[src/rtl/afifo_stream_pkg.sv]
// Shared parameters and helpers for the async FIFO pop-side stream logic.
package afifo_stream_pkg;

  // Local buffer must hold every word that can be in flight plus the one being presented.
  function automatic int unsigned buf_depth(input int unsigned rd_latency);
    return rd_latency + 1;
  endfunction

  // The 36K FIFO primitive only supports these read port widths.
  function automatic bit width_allowed(input int unsigned width);
    return (width == 9) || (width == 18) || (width == 36);
  endfunction

endpackage

[src/rtl/afifo_pop_buf.sv]
// Small circular buffer that holds captured FIFO words until the stream accepts them.
module afifo_pop_buf #(
  parameter int unsigned DATA_WIDTH = 36,
  parameter int unsigned DEPTH      = 2,
  parameter int unsigned OCC_WIDTH  = $clog2(DEPTH + 1)
) (
  input  logic                  clock0,
  input  logic                  reset_n,
  input  logic                  flush,
  input  logic                  wr_en,
  input  logic [DATA_WIDTH-1:0] wr_data,
  input  logic                  rd_en,
  output logic [OCC_WIDTH-1:0]  occ,
  output logic                  rd_valid,
  output logic [DATA_WIDTH-1:0] rd_data
);
  localparam int unsigned PtrW = (DEPTH > 1) ? $clog2(DEPTH) : 1;

  logic [DATA_WIDTH-1:0] mem_q [DEPTH];
  logic [PtrW-1:0]       wr_ptr_q, wr_ptr_d;
  logic [PtrW-1:0]       rd_ptr_q, rd_ptr_d;
  logic [OCC_WIDTH-1:0]  occ_q, occ_d;
  logic                  do_wr, do_rd;

  // DEPTH need not be a power of two, so wrap by compare-and-reset.
  function automatic logic [PtrW-1:0] ptr_inc(input logic [PtrW-1:0] ptr);
    return (ptr == PtrW'(DEPTH - 1)) ? '0 : ptr + PtrW'(1);
  endfunction

  assign do_wr    = wr_en & ~flush;
  assign do_rd    = rd_en & (occ_q != '0);
  assign occ      = occ_q;
  assign rd_valid = (occ_q != '0);
  assign rd_data  = mem_q[rd_ptr_q];

  // Next pointers and occupancy; a flush empties the buffer regardless of traffic.
  always_comb begin
    occ_d    = occ_q;
    wr_ptr_d = wr_ptr_q;
    rd_ptr_d = rd_ptr_q;
    if (flush) begin
      occ_d    = '0;
      wr_ptr_d = '0;
      rd_ptr_d = '0;
    end else begin
      if (do_wr) wr_ptr_d = ptr_inc(wr_ptr_q);
      if (do_rd) rd_ptr_d = ptr_inc(rd_ptr_q);
      if (do_wr && !do_rd) begin
        occ_d = occ_q + OCC_WIDTH'(1);
      end else if (!do_wr && do_rd) begin
        occ_d = occ_q - OCC_WIDTH'(1);
      end
    end
  end

  // Control state register with synchronous reset.
  always_ff @(posedge clock0) begin
    if (!reset_n) begin
      occ_q    <= '0;
      wr_ptr_q <= '0;
      rd_ptr_q <= '0;
    end else begin
      occ_q    <= occ_d;
      wr_ptr_q <= wr_ptr_d;
      rd_ptr_q <= rd_ptr_d;
    end
  end

  // Data storage is deliberately not reset.
  always_ff @(posedge clock0) begin
    if (do_wr) mem_q[wr_ptr_q] <= wr_data;
  end

endmodule

[src/rtl/afifo_pop_stream.sv]
// Pop-side consumer for the async FIFO: credit-limited prefetch onto a valid/ready stream.
module afifo_pop_stream
  import afifo_stream_pkg::*;
#(
  parameter int unsigned DATA_WIDTH = 36,
  parameter int unsigned RD_LATENCY = 1,
  parameter int unsigned CNT_WIDTH  = 16
) (
  input  logic                  clock0,
  input  logic                  reset_n,
  input  logic                  Empty,
  input  logic                  Underrun_Error,
  input  logic [DATA_WIDTH-1:0] DOUT,
  output logic                  POP,
  input  logic                  flush,
  output logic                  m_valid,
  input  logic                  m_ready,
  output logic [DATA_WIDTH-1:0] m_data,
  output logic [CNT_WIDTH-1:0]  word_count,
  output logic                  err_sticky
);
  localparam int unsigned Depth = buf_depth(RD_LATENCY);
  localparam int unsigned OccW  = $clog2(Depth + 1);
  localparam int unsigned PendW = $clog2(Depth + RD_LATENCY + 1) + 1;

  if (!width_allowed(DATA_WIDTH)) begin : g_bad_width
    $error("afifo_pop_stream: DATA_WIDTH must be 9, 18 or 36");
  end
  if ((RD_LATENCY < 1) || (RD_LATENCY > 2)) begin : g_bad_latency
    $error("afifo_pop_stream: RD_LATENCY must be 1 or 2");
  end

  logic [RD_LATENCY-1:0] inflt_q, inflt_d;
  logic [RD_LATENCY-1:0] disc_q, disc_d;
  logic [OccW-1:0]       occ;
  logic [PendW-1:0]      pending;
  logic [CNT_WIDTH-1:0]  word_count_q;
  logic                  err_q;
  logic                  deq, capture, pop;

  assign deq        = m_valid & m_ready;
  assign capture    = inflt_q[RD_LATENCY-1] & ~disc_q[RD_LATENCY-1];
  assign word_count = word_count_q;
  assign err_sticky = err_q;

  // Credit: words held plus words still travelling through the FIFO read pipeline.
  always_comb begin
    pending = PendW'(occ);
    for (int i = 0; i < int'(RD_LATENCY); i++) begin
      pending = pending + PendW'(inflt_q[i]);
    end
  end

  // Pop only when a slot is guaranteed; a same-cycle dequeue frees one.
  always_comb begin
    pop = ~Empty & (pending < (PendW'(Depth) + PendW'(deq))) & ~flush & reset_n;
    POP = pop;
  end

  // Track pops in flight; flush tags them so they are dropped on arrival.
  always_comb begin
    inflt_d = (inflt_q << 1) | RD_LATENCY'(pop);
    disc_d  = (disc_q | (flush ? inflt_q : '0)) << 1;
  end

  // In-flight and discard shift registers.
  always_ff @(posedge clock0) begin
    if (!reset_n) begin
      inflt_q <= '0;
      disc_q  <= '0;
    end else begin
      inflt_q <= inflt_d;
      disc_q  <= disc_d;
    end
  end

  // Delivered-word counter (wraps) and sticky underrun latch.
  always_ff @(posedge clock0) begin
    if (!reset_n) begin
      word_count_q <= '0;
      err_q        <= 1'b0;
    end else begin
      if (deq) word_count_q <= word_count_q + CNT_WIDTH'(1);
      if (Underrun_Error) err_q <= 1'b1;
    end
  end

  afifo_pop_buf #(
    .DATA_WIDTH (DATA_WIDTH),
    .DEPTH      (Depth),
    .OCC_WIDTH  (OccW)
  ) u_buf (
    .clock0   (clock0),
    .reset_n  (reset_n),
    .flush    (flush),
    .wr_en    (capture),
    .wr_data  (DOUT),
    .rd_en    (deq),
    .occ      (occ),
    .rd_valid (m_valid),
    .rd_data  (m_data)
  );

endmodule
[config.mk]
export PLATFORM = sky130hd
export DESIGN_NAME = afifo_pop_stream
export DESIGN_NICKNAME = d
export VERILOG_FILES = /design/src/rtl/afifo_stream_pkg.sv /design/src/rtl/afifo_pop_buf.sv /design/src/rtl/afifo_pop_stream.sv
export SDC_FILE = /design/constraint.sdc
export NUM_CORES = 1
export LEC_CHECK = 0
export ABC_AREA = 1
export CAP_MARGIN = 20
export CELL_PAD_IN_SITES_DETAIL_PLACEMENT = 0
export CELL_PAD_IN_SITES_GLOBAL_PLACEMENT = 1
export CORE_ASPECT_RATIO = 1.25
export CORE_MARGIN = 2
export CORE_UTILIZATION = 35
export DETAILED_ROUTE_END_ITERATION = 8
export PLACE_DENSITY_LB_ADDON = 0.1
export SYNTH_ARGS = -nofsm -noshare
export SYNTH_HDL_FRONTEND = slang
export SYNTH_SLANG_ARGS = --single-unit
[constraint.sdc]
create_clock -name clock0 -period 5.31 [get_ports clock0]
set_input_delay 0.7965 -clock clock0 [delete_from_list [all_inputs] [get_ports clock0]]
set_output_delay 0.7965 -clock clock0 [all_outputs]
set_load 0.05 [all_outputs]
# Yosys cells after proc, flatten, opt, wreduce, memory -nomap -nowiden
# Memory sizes are Yosys's and may differ from the RTL's. A register that Yosys moved wholly into a read port is not among the register bits.
# Cells that the tools add are included.
[classes]
n_addsub = 7
magnitude_cmp = 1
n_mux = 8
bitwise_logic = 9
n_reduce_logical = 7
[ops]
columns = ["op", "n"]
rows = [
  ["$add A16 B1 Y16 const B", 1],
  ["$and A1 B1 Y1", 6],
  ["$mux W1", 6],
  ["$mux W2", 2],
  ["$reduce_bool A2 Y1", 2],
  ["$add A2 B1 Y3", 1],
  ["$add A2 B1 Y3 const A", 1],
  ["$lt A3 B3 Y1", 1],
  ["$not A1 Y1", 3],
  ["$add A1 B1 Y1 const B", 2],
  ["$add A2 B1 Y2 const B", 1],
  ["$logic_and A1 B1 Y1", 2],
  ["$logic_not A1 Y1", 2],
  ["$reduce_or A2 Y1", 1],
  ["$sub A2 B1 Y2 const B", 1],
]
[totals]
reg_bits = 22
mem_bits_rw = 72
in_bits = 42
output_inout_bits = 55
elab_cells = 39
n_memories = 1
[memory_table]
columns = ["memory", "words", "width", "rd", "rd_ports_with_merged_regs", "wr", "line", "rtl"]
rows = [
  ["u_buf.mem_q", 2, 36, 1, 1, 1, "afifo_pop_buf.sv:19", "logic [DATA_WIDTH-1:0] mem_q [DEPTH];"],
]

# Depth between registers and ports, before layout
# Gate-level depths: netlist of the first run.
[logic_depth]
ltp_word = 7
mapped_depth = 9
mapped_depth_nobuf = 9

# Modules after synthesis
# From an unflattened synthesis of the first run, not the netlist that was laid out.
[unflattened]
hier_cells = 284
area_unflattened_um2 = 3981.3
[modules_own_cells]
columns = ["mod", "instances", "cells_per_inst", "area_each_um2", "seq_area_each_um2"]
rows = [
  ["afifo_pop_buf", 1, 150, 2992.9, 2262.2],
  ["afifo_pop_stream", 1, 134, 988.4, 360.3],
]

# Worst setup path after synthesis of the first run
# No wires, ideal clock.
[synth_path]
path_type = "input-to-reg"
start = "input port flush"
end = "memory u_buf.mem_q[1][0], enable pin"
setup_ns = 0.431
arrival_ns = 2.456
t_required_ns = 4.879
slack_ns = 2.423
stages = 3
n_path_buf = 0
cell_sequence = "inv_1 nand2_1 nor2_1"
[synth_between]
elab_chain_len = 4
[synth_lines]
columns = ["item", "line", "rtl"]
rows = [
  ["from (decl)", "afifo_pop_stream.sv:15", "input logic flush,"],
  ["$not A1 Y1", "afifo_pop_buf.sv:30", "assign do_wr = wr_en & ~flush;"],
  ["$and A1 B1 Y1", "afifo_pop_buf.sv:30", ""],
  ["$mux W1", "afifo_pop_buf.sv:71", "if (do_wr) mem_q[wr_ptr_q] <= wr_data;"],
  ["$mux W1 (implied by the code)", "afifo_pop_buf.sv:71", ""],
  ["to (decl)", "afifo_pop_buf.sv:19", ""],
]
# Every way passes these cells.

# Final worst setup path of the first run
[layout_path]
start = "input port reset_n"
end = "output port POP"
[layout_between]
elab_chain_len = 1
[layout_lines]
columns = ["item", "line", "rtl"]
rows = [
  ["from (decl)", "afifo_pop_stream.sv:10", "input logic reset_n,"],
  ["$and A1 B1 Y1", "afifo_pop_stream.sv:56", "pop = ~Empty & (pending < (PendW'(Depth) + PendW'(deq))) & ~flush & reset_n;"],
  ["to (decl)", "afifo_pop_stream.sv:14", "output logic POP,"],
]
# Every way passes these cells.

==> flow_metrics.env, run 1 <==
export IMPL_status="complete, no violations"
export IMPL_tns_ps=0
export IMPL_die_y_um=119.9
export IMPL_grt_max_degree=37
export IMPL_routed_wl_um=7421
export IMPL_syn_nets=327
export IMPL_clock_sinks=95
export IMPL_final_common_cell="clkdlybuf4s50_1"
export IMPL_grt_pass1_wl_um=11800
export IMPL_start_kind="primary input"
export IMPL_cts_tree="done"
export IMPL_fp_coreArea_mm2=0.01051
export IMPL_whs_ps=455.4
export IMPL_synth_cell_type_count=21
export IMPL_skew_ps=5.046
export IMPL_powerDensity_mw_per_mm2=292.7
export IMPL_ys_warn_count=0
export IMPL_first_iter_violations=55
export IMPL_insertedDiodeCount=0
export IMPL_dr_pass1_iters=4
export IMPL_slew_violations=0
export IMPL_clkSlewWorstSetupHoldPaths_ps=60
export IMPL_ioPinCount=97
export IMPL_synth_top_area_cell="edfxtp_1"
export IMPL_die_w_um=96.69
export IMPL_grtUsageTotal_pct=13.20
export IMPL_period_needed_ps=3883
export IMPL_die_area_mm2=0.01159
export IMPL_finalSetupViolCount=0
export IMPL_hp_class="reg2reg"
export IMPL_grt_overflow_total=0
export IMPL_post_dp_hpwl_um=5184
export IMPL_worst_pin_slew_ps=920.8
export IMPL_cts_root_buf="clkbuf_16"
export IMPL_slew_headroom_pct=38.61
export IMPL_rows=42
export IMPL_cts_setup_buffers=0
export IMPL_detail_route_vias_per_cell=4.540
export IMPL_initial_utilization_pct=35.76
export IMPL_crit_fanout=14
export IMPL_area_growth_synth_to_final_pct=38.75
export IMPL_rsz0062_at_grt="false"
export IMPL_yosys_top_cells_area="edfxtp_1, dfxtp_1, mux2_2, nor2_1, nand2_1"
export IMPL_syn_area_mm2=0.003759
export IMPL_yosysSeqAreaShare_pct=69.77
export IMPL_fin_ws_ps=1427
export IMPL_htreeDepth=3
export IMPL_crit_arrival_ps=3090
export IMPL_placed_cells=506
export IMPL_layout_cells_non_filler=522
export IMPL_finalHoldViolCount=0
export IMPL_ir_drop_uv=169.5
export IMPL_synthFlopType="edfxtp_1"
export IMPL_num_vias=2370
export IMPL_clk_path_buf_depth=2
export IMPL_first_global_vias=2422
export IMPL_drc=0
export IMPL_crit_type="in2out"
export IMPL_required_ps=4510
export IMPL_synth_top_area_share_pct=57.52
export IMPL_ctsHoldBuffers=0
export IMPL_drive_above_1_share_pct=15.90
export IMPL_cts_buffers_inserted=9
export IMPL_synthCells=281
export IMPL_timing_final_crit_share_pct=73.12
export IMPL_insertion_delay_ps=330
export IMPL_dp_slack_ps=1396
export IMPL_endpoint_kind="output pin"
export IMPL_synth_edf_count=72
export IMPL_cts_resized=0
export IMPL_synthArstFlopShare_pct=0
export IMPL_gp_congestion=0.7477
export IMPL_p_leak_nw=1.858
export IMPL_fin_nets=431
export IMPL_drtAntennaViolNets=0
export IMPL_fmax_mhz=257.6
export IMPL_port_buffer_count=96
export IMPL_mostFrequentLayoutCells="clkdlybuf4s50_1, edfxtp_1, mux2_2, nand2_1, nor2_1"
export IMPL_max_cap_viol_count=0
export IMPL_synth_avg_cell_area_um2=13.38
export IMPL_total_power_mw=1.526
export IMPL_antenna_found_initial=0
export IMPL_synth_ff_latch_count=95
export IMPL_wire_per_inst_um=14.22
[cells in the mapped netlist, types with 3 or more instances]
| library cell | n |
|---|---|
| a21oi_1 | 14 |
| buf_2 | 4 |
| inv_1 | 25 |
| o21ai_0 | 12 |
| dfxtp_1 | 23 |
| ha_1 | 4 |
| mux2_2 | 36 |
| nor2_1 | 34 |
| nand3_1 | 9 |
| nor2_2 | 3 |
| nand2_1 | 32 |
| edfxtp_1 | 72 |
[sequential cells by signal (all words and copies together) (netlist names), named ones only]
register / count
u_buf.wr_ptr_q: 1
u_buf.occ: 2
u_buf.rd_ptr_q: 1
inflt_q: 1
u_buf.mem_q: 72
word_count: 16
err_sticky: 1
[power breakdown]
| group | switching [mW] | total (mW) | internal [mW] |
|---|---|---|---|
| clock network | 0.251 | 0.614 | 0.363 |
| registers | 0.00397 | 0.810 | 0.806 |
| logic | 0.0530 | 0.102 | 0.0495 |
[cells by family (layout without fill, tap and decap cells)]
family	after synthesis	count (layout)	share of synthesized area [%]
adders and majority gates	4	4	1.332
AOI/OAI and AO/OA	28	28	3.795
muxes	36	36	10.79
buffers and inverters	30	139	3.129
and+or+nand+nor	88	88	11.19
DFF	95	95	69.77
[routing by layer]
layer	routed length (um)	global-route usage, %
met1	3226	16.18
met2	3779	22.01
met3	258	2.737
met4	156	6.866
met5	0	0
[worst max-delay path, stage by stage]
cell and delay (ps):
clkdlybuf4s50_1 790, inv_1 200, nor2_1 290, and3_1 210
clkdlybuf4s50_1 800
[area by class of cell]
class                           instances  area [um2]
Fill cell                             944        5295
Tap cell                              132       165.2
Clock inverter                          4       46.29
Inverter                               25       93.84
Multi-Input combinational cell        156        1033
Clock buffer                           12       236.5
Timing Repair Buffer                   98        1016
Sequential cell                        95        2624
[through the flow]
| step | instance area, um2 | utilization (%) |
|---|---|---|
| final | 5215 | 49.62 |
| after global routing | 5215 | 49.62 |
| after CTS | 5215 | 49.62 |
| after detailed placement | 4932 | 46.93 |
| after global placement | 4877 | 46.40 |
| after floorplan | 3759 | - |
[final timing paths]
check / startpoint / end / slack, ps / depth (start not counted)
setup reg to reg: inflt_q / u_buf.mem_q[1][25] / 3730 / 3
setup / recovery: reset_n / POP / 1430 / 5
hold / removal: u_buf.rd_ptr_q / u_buf.rd_ptr_q / 460 / 1
hold reg to reg: u_buf.rd_ptr_q / u_buf.rd_ptr_q / 460 / 1
No activity file was read; power rests on OpenSTA's default activity.
==> run 2: changes to the inputs <==
==> constraint.sdc (replaced) <==
create_clock -name clock0 -period 3.8 [get_ports clock0]
set_input_delay 0.57 -clock clock0 [delete_from_list [all_inputs] [get_ports clock0]]
set_output_delay 0.57 -clock clock0 [all_outputs]
set_load 0.05 [all_outputs]
==> run 2 against run 1 <==
Die area is the same; via count rose by 2.8%; design area about the same; largest power group unchanged; utilization about the same; register-to-register slack worse by 1700 ps; power rose by 42%; final cell count up 0.57%; critical path depth is the same; clock power increased by 45%; non-clock buffer count grew 3; clock skew is 2.7 ps higher; wire length grew 2.4%.
==> flow_metrics.env, run 2 (synthesis gave the netlist of run 1 again) <==
export IMPL_port_buffer_count=96
export IMPL_rows=42
export IMPL_final_common_cell="clkdlybuf4s50_1"
export IMPL_status="complete, no violations"
export IMPL_worst_pin_slew_ps=563.0
export IMPL_period_needed_ps=2982
export IMPL_ioPinCount=97
export IMPL_grt_overflow_total=0
export IMPL_required_ps=3230
export IMPL_antenna_found_initial=0
export IMPL_slew_headroom_pct=62.38
export IMPL_insertion_delay_ps=330
export IMPL_timing_final_crit_share_pct=78.46
export IMPL_layout_cells_non_filler=525
export IMPL_p_leak_nw=1.869
export IMPL_drc=0
export IMPL_num_vias=2436
export IMPL_grt_pass1_wl_um=12210
export IMPL_detail_route_vias_per_cell=4.640
export IMPL_die_w_um=96.69
export IMPL_crit_type="in2out"
export IMPL_fmax_mhz=335.4
export IMPL_worstHoldStart="u_buf.rd_ptr_q"
export IMPL_grtUsageTotal_pct=13.52
export IMPL_placed_cells=509
export IMPL_cts_tree="done"
export IMPL_wire_per_inst_um=14.47
export IMPL_drive_above_1_share_pct=17.05
export IMPL_finalSetupViolCount=0
export IMPL_reg2reg_from="inflt_q"
export IMPL_gp_congestion=0.7541
export IMPL_largest_reg_flops=72
export IMPL_whs_ps=460.1
export IMPL_dr_pass1_iters=4
export IMPL_crit_fanout=6
export IMPL_post_dp_hpwl_um=5341
export IMPL_die_area_mm2=0.01159
export IMPL_cts_buffers_inserted=9
export IMPL_max_cap_viol_count=0
export IMPL_total_power_mw=2.164
export IMPL_cts_root_buf="clkbuf_16"
export IMPL_critPathLaunch="reset_n"
export IMPL_cts_resized=0
export IMPL_hp_class="reg2reg"
export IMPL_clkSlewWorstSetupHoldPaths_ps=70
export IMPL_skew_ps=7.749
export IMPL_ir_drop_uv=243.4
export IMPL_htreeDepth=3
export IMPL_initial_utilization_pct=35.76
export IMPL_drtAntennaViolNets=0
export IMPL_first_iter_violations=68
export IMPL_slew_violations=0
export IMPL_rsz0062_at_grt="false"
export IMPL_insertedDiodeCount=0
export IMPL_grt_max_degree=24
export IMPL_routed_wl_um=7596
export IMPL_powerDensity_mw_per_mm2=415.3
export IMPL_tns_ps=0
export IMPL_cts_setup_buffers=0
export IMPL_finalHoldViolCount=0
export IMPL_ctsHoldBuffers=0
export IMPL_first_global_vias=2462
export IMPL_regMostFlops="u_buf.mem_q"
export IMPL_clk_path_buf_depth=2
export IMPL_die_y_um=119.9
export IMPL_start_kind="primary input"
export IMPL_fp_coreArea_mm2=0.01051
export IMPL_fin_nets=434
export IMPL_clock_sinks=95
export IMPL_endpoint_kind="output pin"
export IMPL_crit_arrival_ps=2410
export IMPL_mostFrequentLayoutCells="clkdlybuf4s50_1, edfxtp_1, mux2_2, nand2_1, nor2_1"
export IMPL_area_growth_synth_to_final_pct=38.65
run 2: cell count changes in the layout (fill, tap and decap cells not counted):
cell,delta
buf_16,-2
buf_4,+5
clkbuf_1,-3
clkinv_1,+1
clkinv_2,-1
clkinv_4,+1
inv_6,+2
run 2: final timing paths:
kind,end,slack (ps),depth (start not counted)
worst max-delay path,POP,820,5
worst min-delay path,flop,460,1
worst max register to register,u_buf.mem_q[1][16],2070,3
worst min register to register,flop,460,1
run 2: power by group:
group / leakage [nW] / switching, mW / internal [mW] / total [mW]
Combinational: 0.891 / 0.0760 / 0.0689 / 0.145
Sequential: 0.837 / 0.00431 / 1.13 / 1.13
Clock: 0.142 / 0.377 / 0.511 / 0.889
Total: 1.87 / 0.458 / 1.71 / 2.16
run 2: through the flow:
| stage | setup WS [ps] | utilization [%] | instance area [um2] |
|---|---|---|---|
| 2_1_floorplan | 1140 | - | 3759 |
| 3_3_place_gp | 819.6 | 46.76 | 4915 |
| 3_5_place_dp | 793.7 | 46.76 | 4915 |
| 4_1_cts | 790.8 | 49.58 | 5211 |
| 5_1_grt | 688.7 | 49.58 | 5211 |
| 6_report | 818.4 | 49.58 | 5211 |
run 2: layout make-up:
cell class,instances,area (um2)
fill,944,5299
multi-input combinational,156,1033
tap,132,165.2
clock inverter,7,71.32
inverter,25,93.84
sequential,95,2624
timing repair buffer,101,998.5
clock buffer,9,225.2
run 2: routing by layer:
layer | up-vias | wire length, um | track usage [%]
met5 | - | 0 | 0
met4 | 0 | 132 | 5.810
met2 | 73 | 3842 | 23.00
met1 | 1156 | 3242 | 16.20
li1 | 1197 | - | -
met3 | 10 | 379 | 3.553
run 2: worst max-delay path, cell delays in order:
cell	delay (ps)
clkdlybuf4s50_1	470
inv_1	100
nor2_1	260
and3_1	200
clkdlybuf4s50_1	790
==> run 3: changes to the inputs <==
==> constraint.sdc (replaced) <==
create_clock -name clock0 -period 2.5 [get_ports clock0]
set_input_delay 0.375 -clock clock0 [delete_from_list [all_inputs] [get_ports clock0]]
set_output_delay 0.375 -clock clock0 [all_outputs]
set_load 0.05 [all_outputs]
==> run 3 against run 2 <==
Sequential power up 52%; final cell count down 0.19%; first-iteration DRC count down 16%; setup slack worse by 400 ps; clock skew down 2.3 ps; worst hold slack better by 5.5 ps; largest cell class unchanged; register-to-register slack worse by 1100 ps; highest routed layer unchanged.
==> flow_metrics.env, run 3 (synthesis gave the netlist of run 1 again) <==
export IMPL_slowest_stage="clkdlybuf4s50_1"
export IMPL_crit_type="reg2out"
export IMPL_largest_reg_flops=72
export IMPL_detail_route_vias_per_cell=4.555
export IMPL_antenna_found_initial=0
export IMPL_post_dp_hpwl_um=4983
export IMPL_critical_path_max_stage_delay_ps=790
export IMPL_hp_class="reg2reg"
export IMPL_drc=0
export IMPL_grt_max_degree=37
export IMPL_tns_ps=0
export IMPL_gp_congestion=0.8055
export IMPL_dr_pass1_iters=4
export IMPL_area_growth_synth_to_final_pct=37.58
export IMPL_grtUsageTotal_pct=13.32
export IMPL_rows=42
export IMPL_slew_headroom_pct=65.80
export IMPL_dp_slack_ps=490.0
export IMPL_period_needed_ps=2085
export IMPL_status="complete, no violations"
export IMPL_routed_wl_um=7449
export IMPL_cts_buffers_inserted=9
export IMPL_final_common_cell="edfxtp_1"
export IMPL_crit_chain="nor2_2 > inv_1 > clkdlybuf4s50_1"
export IMPL_regMostFlops="u_buf.mem_q"
export IMPL_skew_ps=5.404
export IMPL_first_global_vias=2409
export IMPL_slew_violations=0
export IMPL_p_leak_nw=1.923
export IMPL_clkSlewWorstSetupHoldPaths_ps=60
export IMPL_drtAntennaViolNets=0
export IMPL_ctsHoldBuffers=0
export IMPL_ioPinCount=97
export IMPL_mostFrequentLayoutCells="edfxtp_1, clkdlybuf4s50_1, buf_4, mux2_2"
export IMPL_fin_ws_ps=414.6
export IMPL_grt_overflow_total=0
export IMPL_wire_per_inst_um=14.22
export IMPL_required_ps=2120
export IMPL_clk_path_buf_depth=2
export IMPL_cts_setup_buffers=0
export IMPL_crit_arrival_ps=1710
export IMPL_endpoint_kind="output pin"
export IMPL_num_vias=2387
export IMPL_rsz0062_at_grt="false"
export IMPL_fin_area_mm2=0.005171
export IMPL_die_area_mm2=0.01159
export IMPL_powerDensity_mw_per_mm2=649.7
export IMPL_crit_fanout=6
export IMPL_initial_utilization_pct=35.76
export IMPL_max_cap_viol_count=0
export IMPL_cts_resized=0
export IMPL_total_power_mw=3.360
export IMPL_drive_above_1_share_pct=26.53
export IMPL_die_y_um=119.9
export IMPL_worst_pin_slew_ps=511.4
export IMPL_start_kind="flop"
export IMPL_timing_final_crit_share_pct=83.41
export IMPL_port_buffer_count=96
export IMPL_fp_coreArea_mm2=0.01051
export IMPL_first_iter_violations=57
export IMPL_ir_drop_uv=386.8
export IMPL_fin_nets=434
export IMPL_die_w_um=96.69
export IMPL_cts_tree="done"
export IMPL_finalSetupViolCount=0
export IMPL_htreeDepth=3
export IMPL_clock_sinks=95
export IMPL_insertion_delay_ps=330
export IMPL_cts_root_buf="clkbuf_16"
export IMPL_grt_pass1_wl_um=11810
export IMPL_insertedDiodeCount=0
export IMPL_whs_ps=465.7
export IMPL_fmax_mhz=479.5
export IMPL_finalHoldViolCount=0
export IMPL_dpl_cell_area_mm2=0.004860
## run 3: changes by cell type in the layout (fill, tap and decap cells not counted), sizes merged
cell,previous run,this run
buf,5,42
clkdlybuf4s50,96,59
inv,27,25
bufinv,1,2
clkinv,3,4
clkinvlp,1,0
## run 3: final cells by class
| class | instances | area (um2) |
|---|---|---|
| fillers | 956 | 5339 |
| flip-flops and latches | 95 | 2624 |
| multi-input cells | 156 | 1033 |
| repair buffers | 101 | 943.4 |
| clock buffers | 9 | 225.2 |
| well taps | 132 | 165.2 |
| inverters | 25 | 93.84 |
| clock inverters | 6 | 86.33 |
## run 3: layer usage
layer,part of all wire [%],vias to the layer above,track usage [%]
li1,-,1196,-
met1,43,1123,16.14
met2,51,60,22.22
met3,4.4,8,3.087
met4,2.1,0,6.866
met5,0,-,0
## run 3: path summary, 6_finish.rpt
kind / startpoint / to / slack [ps] / cells past startpoint
min: u_buf.rd_ptr_q / flop / 470 / 1
max: u_buf.occ[0] / m_valid / 410 / 3
min reg2reg: u_buf.rd_ptr_q / flop / 470 / 1
max reg2reg: u_buf.occ[0] / u_buf.occ[1] / 960 / 6
## run 3: power breakdown
part | internal [mW] | total, mW | switching, mW
registers | 1.71 | 1.72 | 0.00598
clock network | 0.868 | 1.42 | 0.552
logic | 0.104 | 0.222 | 0.118
total | 2.68 | 3.36 | 0.676
## run 3: stage by stage
| step | cells | utilization [%] |
|---|---|---|
| 2_1_floorplan | 281 | - |
| 4_1_cts | 524 | 49.20 |
| 5_1_grt | 524 | 49.20 |
| 3_3_place_gp | 509 | 46.24 |
| 6_report | 524 | 49.20 |
| 3_5_place_dp | 509 | 46.24 |
## run 3: worst max-delay path, delay by kind of cell, from the launching register on
family,cells,cell delay (ps)
buf+inv,2,850
flops,1,420
simple gates,1,110
